--- config.mk ---
export PLATFORM = sky130hd
export DESIGN_NAME = wheel_size_entry
export DESIGN_NICKNAME = d
export VERILOG_FILES = /design/src/rtl/wheel_size_entry.sv
export SDC_FILE = /design/constraint.sdc
export NUM_CORES = 1
export LEC_CHECK = 0
export CORE_MARGIN = 4
export CORE_UTILIZATION = 58
export DETAILED_ROUTE_END_ITERATION = 16
export PLACE_DENSITY_LB_ADDON = 0.1
export SYNTH_ARGS = -nofsm -noshare
export SYNTH_HDL_FRONTEND = slang
export SYNTH_SLANG_ARGS = --single-unit
export TNS_END_PERCENT = 10
--- constraint.sdc ---
create_clock -name clock -period 5.35 [get_ports clock]
set_input_delay 1.07 -clock clock [delete_from_list [all_inputs] [get_ports clock]]
set_output_delay 1.07 -clock clock [all_outputs]
set_load 0.01 [all_outputs]
--- src/rtl/wheel_size_entry.sv ---
// wheel_size_entry: wheel-circumference entry controller for the cycle computer
//
// The rider edits three BCD digits of the circumference (cm) with the Mode and
// Trip buttons while the mode controller holds ws_en high. Confirming a value
// inside [MIN_CM, MAX_CM] pulses ready and commits it to ws_circ. An out-of-range
// value reverts the working digits and restarts editing at the hundreds digit.
//
// Ports:
//   clock      system clock
//   Rst        asynchronous, active-high reset
//   ws_en      entry request level from the mode controller
//   nMode      Mode button, active low, asynchronous
//   nTrip      Trip button, active low, asynchronous
//   ws_digit1  hundreds digit shown (BCD, 15 = blank)
//   ws_digit2  tens digit shown
//   ws_digit3  units digit shown
//   ready      one-cycle pulse when an entry is committed
//   ws_circ    committed circumference in cm, binary
//
// Optional feature macro: WS_BLINK_EN (blinks the selected digit while editing).
module wheel_size_entry #(
    parameter int DEF_D1    = 2,
    parameter int DEF_D2    = 1,
    parameter int DEF_D3    = 3,
    parameter int MIN_CM    = 100,
    parameter int MAX_CM    = 299,
    parameter int BLINK_DIV = 512
) (
    input  logic       clock,
    input  logic       Rst,
    input  logic       ws_en,
    input  logic       nMode,
    input  logic       nTrip,
    output logic [3:0] ws_digit1,
    output logic [3:0] ws_digit2,
    output logic [3:0] ws_digit3,
    output logic       ready,
    output logic [9:0] ws_circ
);
    typedef enum logic [2:0] {IDLE, WAIT_REL, EDIT1, EDIT2, EDIT3, CHECK, DONE} state_t;

    state_t state, state_nx;
    logic [1:0] m_sync, t_sync;
    logic m_last, t_last, en_last;
    logic m_fall, t_fall, mode_ev, trip_ev, start, v_ok;
    logic [3:0] e1, e2, e3, c1, c2, c3;
    logic [9:0] v;
    logic [2:0] blank;

    function automatic logic [3:0] inc(input logic [3:0] d);
        return (d == 4'd9) ? 4'd0 : d + 4'd1;
    endfunction

    // Two-flop synchronisers followed by a falling-edge detector; all released high.
    always_ff @(posedge clock or posedge Rst) begin
        if (Rst) begin
            m_sync  <= 2'b11;
            t_sync  <= 2'b11;
            m_last  <= 1'b1;
            t_last  <= 1'b1;
            en_last <= 1'b0;
        end else begin
            m_sync  <= {m_sync[0], nMode};
            t_sync  <= {t_sync[0], nTrip};
            m_last  <= m_sync[1];
            t_last  <= t_sync[1];
            en_last <= ws_en;
        end
    end

    assign m_fall  = m_last & ~m_sync[1];
    assign t_fall  = t_last & ~t_sync[1];
    // Simultaneous presses cancel each other.
    assign mode_ev = m_fall & ~t_fall;
    assign trip_ev = t_fall & ~m_fall;
    // Only a fresh rising edge of ws_en starts a session, so a level still held
    // after a commit cannot re-enter.
    assign start   = ws_en & ~en_last;
    assign v       = 10'(e1) * 10'd100 + 10'(e2) * 10'd10 + 10'(e3);
    assign v_ok    = (v >= 10'(MIN_CM)) && (v <= 10'(MAX_CM));

    always_ff @(posedge clock or posedge Rst) begin
        if (Rst) state <= IDLE;
        else     state <= state_nx;
    end

    always_comb begin
        state_nx = state;
        case (state)
            IDLE:     if (start) state_nx = WAIT_REL;
            WAIT_REL: if (m_sync[1] & t_sync[1]) state_nx = EDIT1;
            EDIT1:    if (mode_ev) state_nx = EDIT2;
            EDIT2:    if (mode_ev) state_nx = EDIT3;
            EDIT3:    if (mode_ev) state_nx = CHECK;
            CHECK:    state_nx = v_ok ? DONE : EDIT1;
            default:  state_nx = IDLE;
        endcase
        if (!ws_en && (state == WAIT_REL || state == EDIT1 || state == EDIT2 || state == EDIT3))
            state_nx = IDLE;
    end

    always_ff @(posedge clock or posedge Rst) begin
        if (Rst) begin
            e1      <= 4'(DEF_D1);
            e2      <= 4'(DEF_D2);
            e3      <= 4'(DEF_D3);
            c1      <= 4'(DEF_D1);
            c2      <= 4'(DEF_D2);
            c3      <= 4'(DEF_D3);
            ws_circ <= 10'(DEF_D1 * 100 + DEF_D2 * 10 + DEF_D3);
        end else begin
            if ((state == IDLE && start) || (state == CHECK && !v_ok)) begin
                e1 <= c1;
                e2 <= c2;
                e3 <= c3;
            end
            if (state == EDIT1 && trip_ev) e1 <= inc(e1);
            if (state == EDIT2 && trip_ev) e2 <= inc(e2);
            if (state == EDIT3 && trip_ev) e3 <= inc(e3);
            if (state == DONE) begin
                ws_circ <= v;
                c1      <= e1;
                c2      <= e2;
                c3      <= e3;
            end
        end
    end

`ifdef WS_BLINK_EN
    localparam int BW = $clog2(BLINK_DIV + 1);
    logic [BW-1:0] bcnt;
    logic boff;

    // Any button edge restarts the blink at the visible phase so feedback is immediate.
    always_ff @(posedge clock or posedge Rst) begin
        if (Rst) begin
            bcnt <= '0;
            boff <= 1'b0;
        end else if (m_fall | t_fall) begin
            bcnt <= '0;
            boff <= 1'b0;
        end else if (bcnt == BW'(BLINK_DIV - 1)) begin
            bcnt <= '0;
            boff <= ~boff;
        end else begin
            bcnt <= bcnt + 1'b1;
        end
    end

    assign blank = {state == EDIT1, state == EDIT2, state == EDIT3} & {3{boff}};
`else
    assign blank = (BLINK_DIV > 0) ? 3'b000 : 3'b000;
`endif

    assign ws_digit1 = blank[2] ? 4'hF : (state == IDLE) ? c1 : e1;
    assign ws_digit2 = blank[1] ? 4'hF : (state == IDLE) ? c2 : e2;
    assign ws_digit3 = blank[0] ? 4'hF : (state == IDLE) ? c3 : e3;
    assign ready     = (state == DONE);
endmodule

Word-level counts from Yosys, hierarchy flattened --
Cells that the tools add are included.
Storage, ports and cells: register bits 44, output and inout port bits 23, input port bits 5, logic and storage cells 85
Operators by class: equality and inequality tests 14, multiplexer cells 20, reductions and logical operators 18, bitwise operators 11, add/subtract/negate cells 5, $lt $le $gt $ge 2, multipliers 2
Operators with widths (count):
- 4-bit 2-to-1 mux | 12
- 3-bit 2-to-1 mux | 7
- 3-bit one-hot mux with 6 select lines | 1
- 4-bit by 1-bit adder with 4-bit output (second input constant) | 3
- 4-bit equality test (second input constant) | 3
- 3-bit by 2-bit inequality test with 1-bit output (second input constant) | 4
- 10-bit by 4-bit adder with 10-bit output | 1
- 10-bit by 8-bit adder with 10-bit output | 1
- 10-bit by 7-bit >= comparator with 1-bit output (second input constant) | 1
- 10-bit by 9-bit less-or-equal comparator with 1-bit output (second input constant) | 1
- 3-bit equality test (second input constant) | 3
- 4-bit by 5-bit multiplier with 8-bit output (second input constant) | 1
- 1-bit logical AND | 7
- 4-bit by 3-bit multiplier with 7-bit output (second input constant) | 1
- 1-bit AND | 6
- 3-bit by 2-bit equality test with 1-bit output (second input constant) | 2
- 2-bit nonzero test | 3
- 1-bit inverter | 5
- 5-bit AND reduction | 1
- 1-bit logical OR | 4
- 3-bit by 1-bit equality test with 1-bit output (second input constant) | 1
- 3-bit zero test | 1
- 3-bit inequality test (second input constant) | 1
- 1-bit zero test | 2

Logic depth before layout (Yosys ltp) --
Gate-level depths: netlist of run 1.
depth in word-level cells 10, depth in mapped cells 16, depth with buffers taken out 15

Least setup slack after synthesis of run 1 --
No wires, ideal clock.
path type flip-flop to flip-flop, start point register e2[1], end point register e1[3], path slack 1514 ps, library setup time 120 ps, required time 5230 ps, path buffers 1, arrival 3716 ps, cell stages (with the launch flop) 15, period minus slack after synthesis 3836 ps, cell sequence dfrtp_1 -> ha_1 -> ha_1 -> fa_1 -> ha_1 -> ha_1 -> a21o_2 -> a21oi_1 -> nand3_1 -> a221o_1 -> mux2_4 -> o21bai_4 -> buf_6 -> a32oi_1 -> a31o_1
On the way: word-level cells in the longest chain between the ends 9, elaborated cells on any way between the ends 10, those cells by class add/sub (2); mul (1); order compare (2); reduce/logical (5)
Ends and longest elaborated chain:
- start, declared | RTL line 46 | logic [3:0] e1, e2, e3, c1, c2, c3;
- start signal, assigned | RTL line 105 | e2 <= 4'(DEF_D2);
- start signal, assigned | RTL line 118 | if (state == EDIT2 && trip_ev) e2 <= inc(e2);
- 4-bit by 3-bit multiplier with 7-bit output * | RTL line 79 | assign v = 10'(e1) * 10'd100 + 10'(e2) * 10'd10 + 10'(e3);
- 10-bit by 8-bit adder with 10-bit output * | RTL line 79
- 10-bit by 4-bit adder with 10-bit output * | RTL line 79
- 10-bit by 7-bit >= comparator with 1-bit output / 10-bit by 9-bit less-or-equal comparator with 1-bit output (equally long branches) | RTL line 80 | assign v_ok = (v >= 10'(MIN_CM)) && (v <= 10'(MAX_CM));
- 1-bit logical AND * | RTL line 80
- 1-bit zero test * | RTL line 112 | if ((state == IDLE && start) || (state == CHECK && !v_ok)) begin
- 1-bit logical AND * | RTL line 112
- 1-bit logical OR * | RTL line 112
- 2-bit nonzero test (no line) *
- end signal, assigned | RTL line 104 | e1 <= 4'(DEF_D1);
- end signal, assigned | RTL line 117 | if (state == EDIT1 && trip_ev) e1 <= inc(e1);
- end, declared | RTL line 46
Mark *: on every way between the ends. The rest lies on a longest branch, timed or not. A chain may end at the register's enable or synchronous reset.

Worst setup path after layout of run 1 --
start point register e2[1], end point register e3[2]
On the way: word-level cells in the longest chain between the ends 9, elaborated cells on any way between the ends 10, those cells by class add/sub (2); mul (1); order compare (2); reduce/logical (5)
Ends and longest elaborated chain:
- 4-bit by 3-bit multiplier with 7-bit output * | RTL line 79
- 10-bit by 8-bit adder with 10-bit output * | RTL line 79
- 10-bit by 4-bit adder with 10-bit output * | RTL line 79
- 10-bit by 7-bit >= comparator with 1-bit output / 10-bit by 9-bit less-or-equal comparator with 1-bit output (equally long branches) | RTL line 80
- 1-bit logical AND * | RTL line 80
- 1-bit zero test * | RTL line 112
- 1-bit logical AND * | RTL line 112
- 1-bit logical OR * | RTL line 112
- 2-bit nonzero test (no line) *
- end signal, assigned | RTL line 106 | e3 <= 4'(DEF_D3);
- end signal, assigned | RTL line 119 | if (state == EDIT3 && trip_ev) e3 <= inc(e3);
- end, declared | RTL line 46
Marks and branches as above.

==> summary.md, run 1 <==
| Metric | Value |
|---|---|
| Run status | `finished, final reports clean` |
| Max-slew headroom | `52.8%` |
| Port bufs | `27` |
| Total wire length | `6150 µm` |
| CP Capture Type | `register` |
| Gr usage total | `22.0%` |
| Switching Fraction | `46.7%` |
| Fin crit share | `81.2%` |
| Seq/Total Area, Yosys | `37.8%` |
| TritonCTS clock tree | `built` |
| Post-cts gate resize count | `0` |
| Wirelength per Cell | `15.5 µm` |
| First-pass GRT wire length | `10700 µm` |
| FF+latch count, synth | `43` |
| Fmax | `230 MHz` |
| Comb pwr share | `67.0%` |
| Worst vdd rail ir drop | `0.560 mV` |
| Vert. Die Dim | `78.8 µm` |
| FFs w/ async S/R, synth | `100%` |
| Pin count of the biggest net entering global routing | `44` |
| Vias per cell | `5.75` |
| CTS root buffer | `clkbuf_8` |
| Unrepaired setup endpoints after global routing | `false` |
| Setup CP Type | `reg -> reg` |
| Std cell rows | `25` |
| Max Slew Vio Count | `0` |
| Hold buffer count at cts | `0` |
| Clk pwr share | `8.8%` |
| Mean Syn Cell Area | `9.44 µm²` |
| Share of power burned in registers | `24.1%` |
| Maxcap violations | `0` |
| Num Clock Sinks | `43` |
| Total number of H-tree levels | `2` |
| Starting DRT DRC Count | `158` |
| Worst EP arrival | `4.53 ns` |
| Commonest non-fill, non-tap cell in the layout | `nand2_1` |
| Startpoint types | `register` |
| Core footprint | `4790 µm²` |
| CTS Buf Count | `5` |
| Worst slew pin tran | `0.703 ns` |
| Power Internal | `1.26 mW` |
| Post-DP HPWL | `4400 µm` |
| IO Pins | `28` |
| CP max FO | `12` |
| Die Width | `78.8 µm` |
| Post-route DRC | `0` |
| Final Critical Period | `4.34 ns` |
| Synth area leaders | `dfrtp_1, dfstp_2, ha_1, nand2_1, o21ai_0` |
| Layout area overhead | `13.2%` |
| First-pass DRT Iterations | `4` |
| Pwr dens | `718 nW/µm²` |
| Worst min path class | `reg -> reg` |
| Synthesized instance count | `308` |
| Critical Path RT | `5.53 ns` |
| Worst reg2reg path depth | `13` |
| Synth Cell Area | `2910 µm²` |
| Psw | `1.10 mW` |
| EDFF count, synth | `0` |
| Yosys warnings | `0` |
| Share of cells above drive strength 1 | `14.8%` |
| CTS max path bufs | `2` |
| Endpoints failing hold | `0` |
| Final ANT Viol Nets | `0` |
| Worst hold stages | `0` |
| Yosys cell types | `61` |
| Multi-input gate area | `1670 µm²` |
| Synth Net Count | `342` |
| Vias in the first global route | `2185` |
| Diode count | `0` |
| Overflow after GRT | `0` |
| Starting Density | `60.7%` |
| Fin Clk Skew | `0.0110 ns` |
| Register area | `1100 µm²` |
| Cell taking the most area after synthesis | `dfrtp_1` |
| Final setup fails | `0` |
| Fillcell total | `393` |
| Clock slew at reported path FFs | `0.09 ns` |
| Setup Fix Bufs, Post-CTS | `0` |
| Worst-Skew Late Latency | `0.30 ns` |
| Total Power | `2.36 mW` |
| Initial antenna violation count | `0` |
| Static Leak | `1.47 nW` |
| Most frequent cells in the layout | `nand2_1, o21ai_0, clkdlybuf4s50_1` |
| DR vias | `2283` |
| DIE AREA | `6210 µm²` |
| NumNets Final | `363` |
| Setup tns final | `0 ns` |
| GP Congestion | `0.811` |
| Yosys top cell area share | `21.5%` |
| Most used DFF post-synth | `dfrtp_1` |
==> metal layers <==
layer / vias to the layer above / track usage (%) / wire length (µm) / part of all wire, %
li1: 1132 / - / - / -
met3: 9 / 4.08 / 362 / 5.9
met2: 64 / 33.2 / 2780 / 45
met5: - / 0 / 0 / 0
met4: 0 / 7.34 / 90 / 1.5
met1: 1078 / 32.0 / 2920 / 47
==> state kept, by name, summed over array words and instances (netlist names) <==
signal and cells:
state 3, e3 4, t_last 1, e1 4, t_sync 2, c1 4, c2 4, m_sync 2
m_last 1, ws_circ 10, en_last 1, c3 3, e2 4
==> cell usage after synthesis, types with 2 or more instances <==
cell,count
a211oi_1,2
nand3_1,8
nor2_1,12
a2bb2oi_1,2
dfrtp_1,25
a21o_1,3
nand4_1,3
a32oi_1,2
fa_1,5
a311o_1,2
a21oi_1,10
ha_1,24
o221ai_1,3
inv_1,18
clkbuf_1,11
xnor2_1,5
mux2_2,10
nor3b_1,2
mux2i_1,2
nand3b_1,2
a31oi_1,6
or2_2,2
o21ai_0,27
a21boi_0,2
o22ai_1,2
nor2b_1,5
xor2_1,6
dfstp_2,18
nand2_1,57
==> area by class of cell <==
type                    instances  area share, %
flip-flops and latches         43           33.4
multi-input cells             232           50.8
clock buffers                   6           2.21
well taps                      67           2.55
repair buffers                 29           8.67
inverters                      18           2.05
clock inverters                 2          0.380
==> through the flow <==
step | area (µm²) | utilization (%) | hold slack (ns) | cells | worst slack [ns]
5_1_grt | 3290 | 68.8 | 0.369 | 397 | 0.842
3_3_place_gp | 3210 | 67.0 | 0.346 | 389 | 1.17
4_1_cts | 3290 | 68.8 | 0.364 | 397 | 1.04
3_5_place_dp | 3210 | 67.0 | 0.352 | 389 | 1.06
2_1_floorplan | 2910 | - | 0.345 | 308 | 1.51
6_report | 3290 | 68.8 | 0.363 | 397 | 1.01
==> worst max-delay path, cell delays in order (launching register included) <==
cell	delay [ns]
dfrtp_1	0.51
ha_1	0.34
ha_1	0.23
fa_1	0.46
ha_1	0.30
ha_1	0.38
a21o_2	0.25
a21oi_1	0.24
nand3_1	0.17
a221o_1	0.36
mux2_4	0.30
o21bai_4	0.30
a21oi_1	0.10
a311o_1	0.27
==> power groups by stage <==
stage | Clock, mW | Sequential (mW) | Combinational, mW
finish | 0.209 | 0.570 | 1.58
floorplan | 0 | 0.510 | 1.24
global route | 0.232 | 0.589 | 1.78
CTS | 0.212 | 0.569 | 1.58
global placement | 0 | 0.570 | 1.53
detailed placement | 0 | 0.575 | 1.57
==> final timing paths <==
| kind | startpoint | to | slack, ns |
|---|---|---|---|
| worst max-delay path | e2[1] | e3[2] | 1.01 |
| worst max register to register | e2[1] | e3[2] | 1.01 |
| max in group asynchronous | Rst | e2[0] | 3.77 |
| worst min-delay path | t_sync[0] | t_sync[1] | 0.36 |
| worst min register to register | t_sync[0] | t_sync[1] | 0.36 |
| min in group asynchronous | Rst | en_last | 1.21 |
==> cells by family (layout without fill, tap and decap cells) <==
kind of cell	Yosys count	after routing	synth area share, %
multiplexers	13	13	5.08
XOR/XNOR	11	11	3.31
AO/OA/AOI/OAI	78	78	18.7
flip-flops	43	43	37.8
AND/OR/NAND/NOR	101	101	16.6
buffers and inverters	33	55	4.73
adder cells (fa/ha/maj)	29	29	13.8
Note: power is estimated with default switching activity, not from simulation.
==> inputs of run 2 (changes only) <==
--- a/config.mk
+++ b/config.mk
@@ -6,7 +6,7 @@
 export NUM_CORES = 1
 export LEC_CHECK = 0
 export CORE_MARGIN = 4
-export CORE_UTILIZATION = 58
+export CORE_UTILIZATION = 52
 export DETAILED_ROUTE_END_ITERATION = 16
 export PLACE_DENSITY_LB_ADDON = 0.1
 export SYNTH_ARGS = -nofsm -noshare
==> constraint.sdc (replaced) <==
create_clock -name clock -period 3.5 [get_ports clock]
set_input_delay 0.7 -clock clock [delete_from_list [all_inputs] [get_ports clock]]
set_output_delay 0.7 -clock clock [all_outputs]
set_load 0.01 [all_outputs]
==> run 2 against run 1 <==
Compared with the run above:
- the run now ends with setup timing left
- count of clock-buffer cells in the layout fell by 1
- wire length rose by 14%
- non-clock buffer count rose by 36
- via count rose by 8.1%
- global-route usage barely moved
- clock skew fell by 0.0048 ns
==> summary.md, run 2 (synthesis results as in run 1) <==
| Metric | Value |
|---|---|
| Run status | `complete, but fails checks (was finished, final reports clean)` |
| Failing checks | `setup timing` |
| Final setup margin | `-0.418 ns (was 1.01 ns)` |
| Diode count | `0 (unchanged)` |
| First-pass GRT wire length | `11400 µm (was 10700 µm)` |
| Unrepaired setup endpoints after global routing | `true (was false)` |
| CTS root buffer | `clkbuf_8 (unchanged)` |
| NumNets Final | `399 (was 363)` |
| Worst-Skew Late Latency | `0.30 ns (about the same)` |
| Share of cells above drive strength 1 | `30.3% (was 14.8%)` |
| CTS Buf Count | `5 (unchanged)` |
| GP Congestion | `0.885 (was 0.811)` |
| Std cell rows | `26 (was 25)` |
| Startpoint types | `register (unchanged)` |
| Initial antenna violation count | `0 (unchanged)` |
| Setup CP Type | `reg -> reg (unchanged)` |
| DIE AREA | `6850 µm² (was 6210 µm²)` |
| Worst EP arrival | `4.10 ns (was 4.53 ns)` |
| Worst min path class | `reg -> reg (unchanged)` |
| Fin crit share | `112% (was 81.2%)` |
| Worst reg2reg endpoint | `e3[2] (unchanged)` |
| Post-route DRC | `0 (unchanged)` |
| Num Clock Sinks | `43 (unchanged)` |
| Die Width | `82.8 µm (was 78.8 µm)` |
| R2R setup slack | `-0.42 ns (was 1.01 ns)` |
| Vias in the first global route | `2410 (was 2185)` |
| Clock slew at reported path FFs | `0.09 ns (about the same)` |
| Vias per cell | `5.66 (was 5.75)` |
| Final Critical Period | `3.92 ns (was 4.34 ns)` |
| CP max FO | `6 (was 12)` |
| Total wire length | `7030 µm (was 6150 µm)` |
| DR vias | `2469 (was 2283)` |
| Vert. Die Dim | `82.8 µm (was 78.8 µm)` |
| Most frequent cells in the layout | `nand2_1, buf_4, o21ai_0, clkdlybuf4s50_1, dfrtp_1 (was nand2_1, o21ai_0, clkdlybuf4s50_1)` |
| First-pass DRT Iterations | `4 (unchanged)` |
| Critical Path Source | `e2[3] (was e2[1])` |
| Fmax | `255 MHz (was 230 MHz)` |
| Starting Density | `55.2% (was 60.7%)` |
| Final core utilization | `72.3% (was 68.8%)` |
| Post-DP HPWL | `4940 µm (was 4400 µm)` |
| Fin Clk Skew | `0.00620 ns (was 0.0110 ns)` |
| Maxcap violations | `0 (unchanged)` |
| Layout area overhead | `31.1% (was 13.2%)` |
| Final setup fails | `12 (was 0)` |
| Worst slew pin tran | `0.713 ns (was 0.703 ns)` |
| Overflow after GRT | `0 (unchanged)` |
| TritonCTS clock tree | `built (unchanged)` |
| Total number of H-tree levels | `2 (unchanged)` |
| Endpoints failing hold | `0 (unchanged)` |
| Biggest register | `ws_circ (unchanged)` |
| Worst Setup EP | `e3[2] (unchanged)` |
| Commonest non-fill, non-tap cell in the layout | `nand2_1 (unchanged)` |
| Worst R2R Start | `e2[3] (was e2[1])` |
| Starting DRT DRC Count | `204 (was 158)` |
| Max reg flops | `10 (unchanged)` |
| IO Pins | `28 (unchanged)` |
| Post-route cell area | `3810 µm² (was 3290 µm²)` |
| CP Capture Type | `register (unchanged)` |
| Core footprint | `5270 µm² (was 4790 µm²)` |
| Final ANT Viol Nets | `0 (unchanged)` |
| Critical Path RT | `3.69 ns (was 5.53 ns)` |
| Pin count of the biggest net entering global routing | `44 (unchanged)` |
| Dpl cell area | `3500 µm² (was 3210 µm²)` |
| Max Slew Vio Count | `0 (unchanged)` |
| Max-slew headroom | `52.1% (was 52.8%)` |
| Gr usage total | `22.0% (about the same)` |
| Worst reg2reg path depth | `14 (was 13)` |
| Port bufs | `27 (unchanged)` |
| Wirelength per Cell | `16.1 µm (was 15.5 µm)` |
| CTS max path bufs | `2 (unchanged)` |
[run 2: cell count changes in the layout (fill, tap and decap cells not counted), sizes merged]
cell      previous run  this run
clkinvlp             1         0
bufinv               0         1
buf                  2        37
inv                 17        18
[run 2: cell type report]
cell class	count	area (µm²)
Clock inverter	3	43.8
Inverter	18	67.6
Sequential cell	43	1100
Multi-Input combinational cell	232	1860
Tap cell	70	87.6
Fill cell	414	1460
Clock buffer	5	68.8
Timing Repair Buffer	65	589
[run 2: worst min path at each step]
stage	from	endpoint	slack, ns	cells after the start
after global placement	t_sync[0]	t_sync[1]	0.35	0
final	m_sync[0]	m_sync[1]	0.36	0
after CTS	m_sync[0]	m_sync[1]	0.36	0
after detailed placement	m_sync[0]	m_sync[1]	0.35	0
after global routing	t_sync[0]	t_sync[1]	0.37	0
after floorplan	m_sync[0]	m_sync[1]	0.35	0
[run 2: metal layers]
| layer | global-route usage (%) | routed length, µm |
|---|---|---|
| met5 | 0 | 0 |
| met4 | 6.21 | 116 |
| met3 | 3.47 | 409 |
| met2 | 35.2 | 3210 |
| met1 | 31.0 | 3290 |
[run 2: timing repair]
item,in CTS,in global routing
buffers inserted,0,1
pin swaps,3,17
hold buffers,0,0
hold endpoints to repair,0,0
resized for setup,4,25
setup endpoints to repair,14,14
cloned,0,1
[run 2: worst max-delay path, cell delays in order, from the launching register on]
cell      delay (ns)
dfrtp_1         0.42
ha_4            0.26
ha_4            0.16
fa_1            0.43
ha_1            0.31
ha_2            0.18
or2_4           0.23
o221ai_2        0.16
or4b_4          0.48
o311a_4         0.14
mux2_4          0.34
o21bai_4        0.21
buf_12          0.15
a21oi_1         0.05
a311o_1         0.28
[run 2: per-stage QoR]
step | TNS [ns] | worst slack, ns | hold WS (ns) | std cells
after floorplan | -1.88 | -0.228 | 0.345 | 308
after global placement | -3.34 | -0.408 | 0.346 | 426
after detailed placement | -4.24 | -0.451 | 0.349 | 426
after CTS | -4.15 | -0.417 | 0.362 | 434
after global routing | -5.41 | -0.528 | 0.369 | 436
final | -3.92 | -0.418 | 0.360 | 436
Power of run 2 is not shown: default switching activity piles up to over one toggle a cycle in this logic, so the estimate is an artifact.
